File: config.mk
export PLATFORM = sky130hd
export DESIGN_NAME = add_serial_sched
export DESIGN_NICKNAME = d
export VERILOG_FILES = /design/src/rtl/add_serial_sched.sv
export SDC_FILE = /design/constraint.sdc
export NUM_CORES = 1
export LEC_CHECK = 0
export BUFFER_PORTS_ARGS = -buffer_cell sky130_fd_sc_hd__buf_2
export CAP_MARGIN = 20
export CORE_ASPECT_RATIO = 1.4
export CORE_MARGIN = 2
export CORE_UTILIZATION = 45
export CTS_CLUSTER_DIAMETER = 120
export DETAILED_ROUTE_END_ITERATION = 12
export PLACE_DENSITY = 0.8
export REMOVE_ABC_BUFFERS = 1
export SKIP_LAST_GASP = 1
export SLEW_MARGIN = 10
export SYNTH_ARGS = -nofsm -noshare
export SYNTH_HDL_FRONTEND = slang
export SYNTH_SLANG_ARGS = --single-unit
File: constraint.sdc
create_clock -name clk -period 2.04 [get_ports clk]
set_input_delay 0.204 -clock clk [delete_from_list [all_inputs] [get_ports clk]]
set_output_delay 0.204 -clock clk [all_outputs]
set_load 0.01 [all_outputs]
File: src/rtl/add_serial_sched.sv
// Round-robin scheduler that time-shares one serial adder among NREQ requesters.
// One transaction in flight: accept, launch pulse, fixed-latency wait, handshaked response.
module add_serial_sched #(
  parameter int unsigned NREQ    = 4,
  parameter int unsigned WIDTH   = 8,
  parameter int unsigned ADD_LAT = 10
) (
  input  logic                    clk,
  input  logic                    rst_n,
  input  logic [NREQ-1:0]         req_valid,
  input  logic [NREQ*WIDTH-1:0]   req_a,
  input  logic [NREQ*WIDTH-1:0]   req_b,
  output logic [NREQ-1:0]         req_ready,
  output logic [NREQ-1:0]         rsp_valid,
  output logic [WIDTH-1:0]        rsp_sum,
  input  logic [NREQ-1:0]         rsp_ready,
  output logic                    busy,
  output logic [$clog2(NREQ)-1:0] grant_id,
  output logic                    add_en,
  output logic [WIDTH-1:0]        add_a,
  output logic [WIDTH-1:0]        add_b,
  input  logic [WIDTH-1:0]        add_out
);

  localparam int unsigned IdW  = $clog2(NREQ);
  localparam int unsigned CntW = $clog2(ADD_LAT + 1);

  typedef enum logic [1:0] {StIdle, StLaunch, StWait, StResp} state_e;

  state_e            state_q, state_d;
  logic [IdW-1:0]    ptr_q, ptr_d;
  logic [IdW-1:0]    grant_q, grant_d;
  logic [CntW-1:0]   cnt_q, cnt_d;
  logic [WIDTH-1:0]  a_q, a_d, b_q, b_d, sum_q, sum_d;
  logic [IdW-1:0]    winner;
  logic              found;
  logic [WIDTH-1:0]  a_arr [NREQ];
  logic [WIDTH-1:0]  b_arr [NREQ];

  function automatic logic [IdW-1:0] wrap_add(input logic [IdW-1:0] base,
                                              input int unsigned off);
    return IdW'((32'(base) + off) % NREQ);
  endfunction

  always_comb begin
    for (int unsigned i = 0; i < NREQ; i++) begin
      a_arr[i] = req_a[i*WIDTH +: WIDTH];
      b_arr[i] = req_b[i*WIDTH +: WIDTH];
    end
  end

  // First valid requester at or after ptr_q, wrapping.
  always_comb begin
    winner = '0;
    found  = 1'b0;
    for (int unsigned k = 0; k < NREQ; k++) begin
      if (!found && req_valid[wrap_add(ptr_q, k)]) begin
        found  = 1'b1;
        winner = wrap_add(ptr_q, k);
      end
    end
  end

  always_comb begin
    state_d   = state_q;
    ptr_d     = ptr_q;
    grant_d   = grant_q;
    cnt_d     = cnt_q;
    a_d       = a_q;
    b_d       = b_q;
    sum_d     = sum_q;
    req_ready = '0;
    rsp_valid = '0;
    add_en    = 1'b0;
    unique case (state_q)
      StIdle: begin
        if (found) begin
          // Keep req_ready low while reset is held, even though the state reads idle.
          req_ready[winner] = rst_n;
          a_d     = a_arr[winner];
          b_d     = b_arr[winner];
          grant_d = winner;
          state_d = StLaunch;
        end
      end
      StLaunch: begin
        add_en  = 1'b1;
        cnt_d   = CntW'(ADD_LAT);
        state_d = StWait;
      end
      StWait: begin
        if (cnt_q == CntW'(1)) begin
          sum_d   = add_out;
          state_d = StResp;
        end else begin
          cnt_d = cnt_q - CntW'(1);
        end
      end
      StResp: begin
        rsp_valid[grant_q] = 1'b1;
        if (rsp_ready[grant_q]) begin
          ptr_d   = wrap_add(grant_q, 1);
          state_d = StIdle;
        end
      end
      default: state_d = StIdle;
    endcase
  end

  always_ff @(posedge clk or negedge rst_n) begin
    if (!rst_n) begin
      state_q <= StIdle;
      ptr_q   <= '0;
      grant_q <= '0;
      cnt_q   <= '0;
      a_q     <= '0;
      b_q     <= '0;
      sum_q   <= '0;
    end else begin
      state_q <= state_d;
      ptr_q   <= ptr_d;
      grant_q <= grant_d;
      cnt_q   <= cnt_d;
      a_q     <= a_d;
      b_q     <= b_d;
      sum_q   <= sum_d;
    end
  end

  assign busy     = (state_q != StIdle);
  assign grant_id = grant_q;
  assign add_a    = a_q;
  assign add_b    = b_q;
  assign rsp_sum  = sum_q;

endmodule

Word level (Yosys, flattened, before mapping) --
Index checks and enable logic that the tools add are counted.
Operators by class: add/subtract/negate cells 5, magnitude comparators 9, eq/ne operators 8, mux-type cells 38, bitwise gates (word level) 2, reductions and logical operators 16
Operators with widths (number):
- 8-bit binary-select mux with 2-bit select | 2
- 8-bit two-way mux | 4
- 2-bit by 3-bit less-than comparator with 1-bit output (second input constant) | 6
- 4-bit two-way mux | 4
- 2-bit two-way mux | 7
- 1-bit two-way mux | 12
- 1-bit binary-select mux with 2-bit select | 5
- 2-bit != test (second input constant) | 4
- 2-bit one-hot mux with 4 select lines | 1
- 4-bit one-hot mux with 2 select lines | 1
- 2-bit AND reduction | 4
- 1-bit logical AND | 5
- 2-bit by 1-bit adder with 2-bit output (second input constant) | 2
- 2-bit adder (second input constant) | 2
- 4-bit bitwise AND | 1
- 1-bit demux with 2-bit select | 2
- 2-bit equality test (second input constant) | 2
- 4-bit by 1-bit equality test with 1-bit output (second input constant) | 1
- 2-bit by 1-bit >= comparator with 1-bit output (second input constant) | 2
- 2-bit nonzero test | 2
- 4-bit by 1-bit subtractor with 4-bit output (second input constant) | 1
- 3-bit >= comparator (second input constant) | 1
- 1-bit zero test | 3
- 2-bit NOT with 3-bit output | 1
- 3 further kinds | 3
Word-level totals: register bits after elaboration 34, bits of input ports 82, output and inout port bits 36, logic and storage cells 85

Longest topological paths before layout --
depth in word-level cells 19, depth in mapped cells 7, mapped depth without buffers 7

Worst setup path after synthesis --
No wires, ideal clock.
kind register to register, start register grant_q[0], in the netlist grant_id[0], end register state_q[1], library setup time 0.128 ns, arrival 1.577 ns, data required time 1.912 ns, slack 0.336 ns, stages on the path, launching flop included 5, buffers on the path 0, clock period less this slack 1.704 ns, cells stage by stage dfrtp_1 -> mux4_2 -> nand2b_1 -> nand3_1 -> mux2_1
Between the ends: word-level cells in the longest chain between the ends 4
Ends and longest elaborated chain:
- from (decl) | line 32 | logic [IdW-1:0] grant_q, grant_d;
- from (signal assigned) | line 122 | grant_q <= grant_d;
- 1-bit binary-select mux with 2-bit select | line 101 | if (rsp_ready[grant_q]) begin
- 1-bit two-way mux (implied by the code) | line 101
- 2-bit != test (no source line)
- 3-bit AND reduction (no source line)
- to (signal assigned) | line 112 | state_q <= StIdle;
- to (signal assigned) | line 120 | state_q <= state_d;
- to (decl) | line 30 | state_e state_q, state_d;
Every way passes these cells. The select of a mux whose other input is x is not followed. A chain may end at the register's enable or synchronous reset.

Worst setup path in the final report --
start register ptr_q[1], end output port req_ready[1]
Between the ends: word-level cells in the longest chain between the ends 19, elaborated cells between the ends (all ways) 33, classes of those cells 3 x add/sub; 2 x order compare; 20 x mux; 1 x bitwise; 7 x reduce/logical
Ends and longest elaborated chain:
- from (decl) | line 31 | logic [IdW-1:0] ptr_q, ptr_d;
- from (signal assigned) | line 121 | ptr_q <= ptr_d;
- branches (longest 17 deep; another with 2-bit by 3-bit less-than comparator with 1-bit output)
- 4-bit two-way mux (*) | line 77 | if (found) begin
- 4-bit two-way mux (*) | line 75 | unique case (state_q)
- to (decl) | line 13 | output logic [NREQ-1:0] req_ready,
Every way passes the cells marked *. The select of a mux whose other input is x is not followed.

==> impl_summary.md <==
Layout
Once layout is complete, the utilization of the core stands at 0.621. The area growth from synthesis to layout is 35.1%. Of the cells placed in the final design, the portion with a size suffix greater than 1 is 0.469. In the final layout, the multi-input gates occupy 1240 µm². The area of all placed cells without fillers is 2990 µm². The layout has 452 filler cells. The leading cell type in the layout, fill and taps excluded is sky130_fd_sc_hd__buf_2.

In the layout the commonest cells are 117 x sky130_fd_sc_hd__buf_2, 34 x sky130_fd_sc_hd__dfrtp_1, 18 x sky130_fd_sc_hd__nor2_1. The number of nets in the finished design is 432. After the flow finishes, the layout carries non-filler instances totaling 405. The antenna diode count is 0. Registers take 851 µm².

Route
The count of unresolved DRC violations after routing is 0. In the routed layout, each cell is associated on average with a via count of 5.36. The count of TritonRoute iterations in the first routing pass is 4. The violation count after the first detailed-routing iteration is 118. The average wire length per cell after detail routing is 14.6 µm. The vias after detailed routing is 2,169. The count of antenna-violating nets left after detailed routing is 0. Wires add up to 5930 µm.

Synth
The area of the mapped netlist is 2210 µm². The post-synthesis cell type with the largest combined area is sky130_fd_sc_hd__dfrtp_1. The flop and latch count out of synthesis is 34. The share of the Yosys chip area taken by registers is 0.385. For this run, the leading register cell type out of synthesis is sky130_fd_sc_hd__dfrtp_1.

The post-synthesis async set-or-reset flop share is 1.00. The number of warnings printed during yosys synthesis is 0. The share of synthesized area in the top cell type comes to 0.385. Yosys mapped the design onto 45 distinct sky130hd cell types. Each instance of the synthesized netlist takes up on average 10.2 µm².

In the post-synthesis netlist, the biggest area contributors are sky130_fd_sc_hd__dfrtp_1 39%, sky130_fd_sc_hd__mux2i_1 7.2%, sky130_fd_sc_hd__ha_1 5.7%. Yosys mapped a number of flops with a built-in enable equal to 0. The synthesized instance count is 217.

Global routing
The initial antenna violation count came to 0. The total grt overflow is 0. For this run, the total global-route usage over all layers was measured as 0.222. The wire length of the first global-routing pass is 9730 µm. The via count of the first global-routing pass came to 2,152.

The maximum number of pins on one net before global-route repair is 27.

Clocking
Clock latency on the worst-skew pair, taken at its later pin, is 0.28 ns. No sink is reached through more buffers than the 2 on the longest clock path. Once the clock tree was built, the setup fixing pass inserted 0 buffers.

The total clock buffers created by CTS is 5. The register clock-pin slew on the reported worst setup and hold paths is 0.07 ns. Clock tree synthesis selected as its root buffer the cell sky130_fd_sc_hd__clkbuf_8.

The clock sink total is 34. TritonCTS built the clock tree. In this run the number of H-tree levels came out at 2.

Hold path
The worst hold path begins at add_out[0]. The min-delay analysis places its worst path in the category primary input to flip-flop.

Worst setup path
The signal on the critical path passes through a21oi_1 > o211a_2 > and3_1 > buf_2. The required time at the endpoint of the critical path is 1.84 ns. The startpoint-to-endpoint class of the critical path is flip-flop to output pin. The delay of the slowest cell on the worst path is 0.51 ns. The reg-to-reg startpoint is state_q[0]. Tracing the worst setup path back leads to its startpoint at ptr_q[1]. In this run the worst path has a maximum fanout of 15. The cell class contributing the biggest share of worst-path delay is compound AO/OA/AOI/OAI gates. Among all stages on the critical path, the largest delay is contributed by sky130_fd_sc_hd__dfrtp_1. The type of element launching the critical path is a flip-flop. STA classifies the critical path endpoint as an output pin. At the worst endpoint, the arrival time is 1.74 ns. The number of buffers and inverters on the critical path is 1.

STA
The max-slew violation count was 0. The relative slew slack is 0.621. In the finished design, the share of the clock period the worst path needs comes to 0.951. The maximum operating frequency is 0.515 GHz. The count of endpoints failing hold in the final timing report is 0.

The setup skew after layout is 0.00506 ns. Setup repair after global routing left no endpoint under its margin. Setup violations remaining at the end of the flow were counted as 0.

For the final routed database, the setup TNS stands at 0 ns. The routed design could run at a clock period as short as 1.94 ns. For the pin with the worst max-slew slack, the measured transition is 0.566 ns.

Floorplanning
The horizontal extent of the die is 63.2 µm. The standard-cell row count is 30. The height of the die is 86.9 µm.

118 I/O pins were placed. The area of the die is 5490 µm². The core footprint is 4800 µm².

The initial utilization of the core area, before any placement, comes to 0.460.

Job
The max-cap violation count is 0.

Place
The count of buffers added on input and output ports is 117. In this run the cell area measured after placement is 2860 µm². After detailed placement, the design holds a cell count of 396. The congestion estimate from routability-driven global placement came to 0.833.

The estimated wirelength of the detail-placed design is 4610 µm.

Power
The worst vdd rail ir drop is 0.597 mV. The static leakage is 0.00149 µW. The areal power density over the cells is 1380 nW/µm².

Run status
The flow ran to the end, and the final reports show no timing, DRC or antenna violations.
[final cells by class]
class	count	area share
inverter	9	0.0113
tap	64	0.0268
clock buffer	5	0.0231
multi-input combinational	163	0.417
clock inverter	3	0.0151
sequential	34	0.285
timing repair buffer	127	0.222
[cell families (layout without fill, tap and decap cells)]
logic type / count (synthesis) / count (layout) / share of synthesized area
simple gates: 62 / 62 / 0.153
flops: 34 / 34 / 0.385
buf+inv: 20 / 144 / 0.0544
xor+xnor: 1 / 1 / 0.00396
fa+ha+maj: 10 / 10 / 0.0566
compound gates: 63 / 63 / 0.213
mux: 27 / 27 / 0.134
[report_power, final]
group,switching [µW],internal (µW)
clock network,254,363
logic,1210,1030
registers,260,998
[worst paths after layout]
| check | cells after the start | end | slack [ns] |
|---|---|---|---|
| worst max-delay path | 4 | req_ready[1] | 0.10 |
| min in group asynchronous | 2 | add_b[4] | 0.35 |
| max in group asynchronous | 3 | add_a[5] | 1.08 |
| worst min register to register | 1 | rsp_sum[0] | 0.50 |
| worst max register to register | 4 | rsp_sum[2] | 0.22 |
| worst min-delay path | 2 | rsp_sum[0] | 0.15 |
[per-layer routing]
metal	vias up	part of all wire	track usage
met5	-	0	0
met2	86	0.55	0.426
li1	1051	-	-
met3	10	0.056	0.0310
met1	1022	0.38	0.245
met4	0	0.019	0.0909
[synth_stat cells, types with 2 or more instances]
master	number
sky130_fd_sc_hd__and3_1	7
sky130_fd_sc_hd__inv_1	8
sky130_fd_sc_hd__o21ai_1	3
sky130_fd_sc_hd__o22ai_1	16
sky130_fd_sc_hd__nand2b_1	7
sky130_fd_sc_hd__and2_1	4
sky130_fd_sc_hd__o22ai_2	2
sky130_fd_sc_hd__mux2_2	9
sky130_fd_sc_hd__mux2i_1	16
sky130_fd_sc_hd__o21ai_0	16
sky130_fd_sc_hd__a221oi_1	11
sky130_fd_sc_hd__buf_4	3
sky130_fd_sc_hd__buf_6	2
sky130_fd_sc_hd__buf_2	2
sky130_fd_sc_hd__a21oi_1	2
sky130_fd_sc_hd__or2_1	2
sky130_fd_sc_hd__a221oi_2	5
sky130_fd_sc_hd__clkbuf_1	3
sky130_fd_sc_hd__ha_1	10
sky130_fd_sc_hd__dfrtp_1	34
sky130_fd_sc_hd__nand2_1	13
sky130_fd_sc_hd__nand3_1	2
sky130_fd_sc_hd__nor2_1	18
[through the flow]
stage	hold WS, ns	setup WS [ns]	power [µW]
6_report	0.149	0.100	4110
5_1_grt	0.139	0.0112	4460
4_1_cts	0.139	0.0456	4130
3_5_place_dp	0.0851	0.237	3500
3_3_place_gp	0.0843	0.306	3410
2_1_floorplan	-0.0916	0.106	2660
[registers in the layout, indices dropped and copies added, names as in the netlist]
| name | cells |
|---|---|
| add_b | 8 |
| add_a | 8 |
| state_q | 2 |
| grant_id | 2 |
| ptr_q | 2 |
| cnt_q | 4 |
| rsp_sum | 8 |
[repair_timing]
action,4_1_cts,5_1_grt
hold buffers,1,0
pin swaps,0,0
endpoints found under the setup margin,1,4
endpoints found under the hold margin,8,0
resized for setup,1,1
Note: power is estimated with default switching activity, not from simulation.
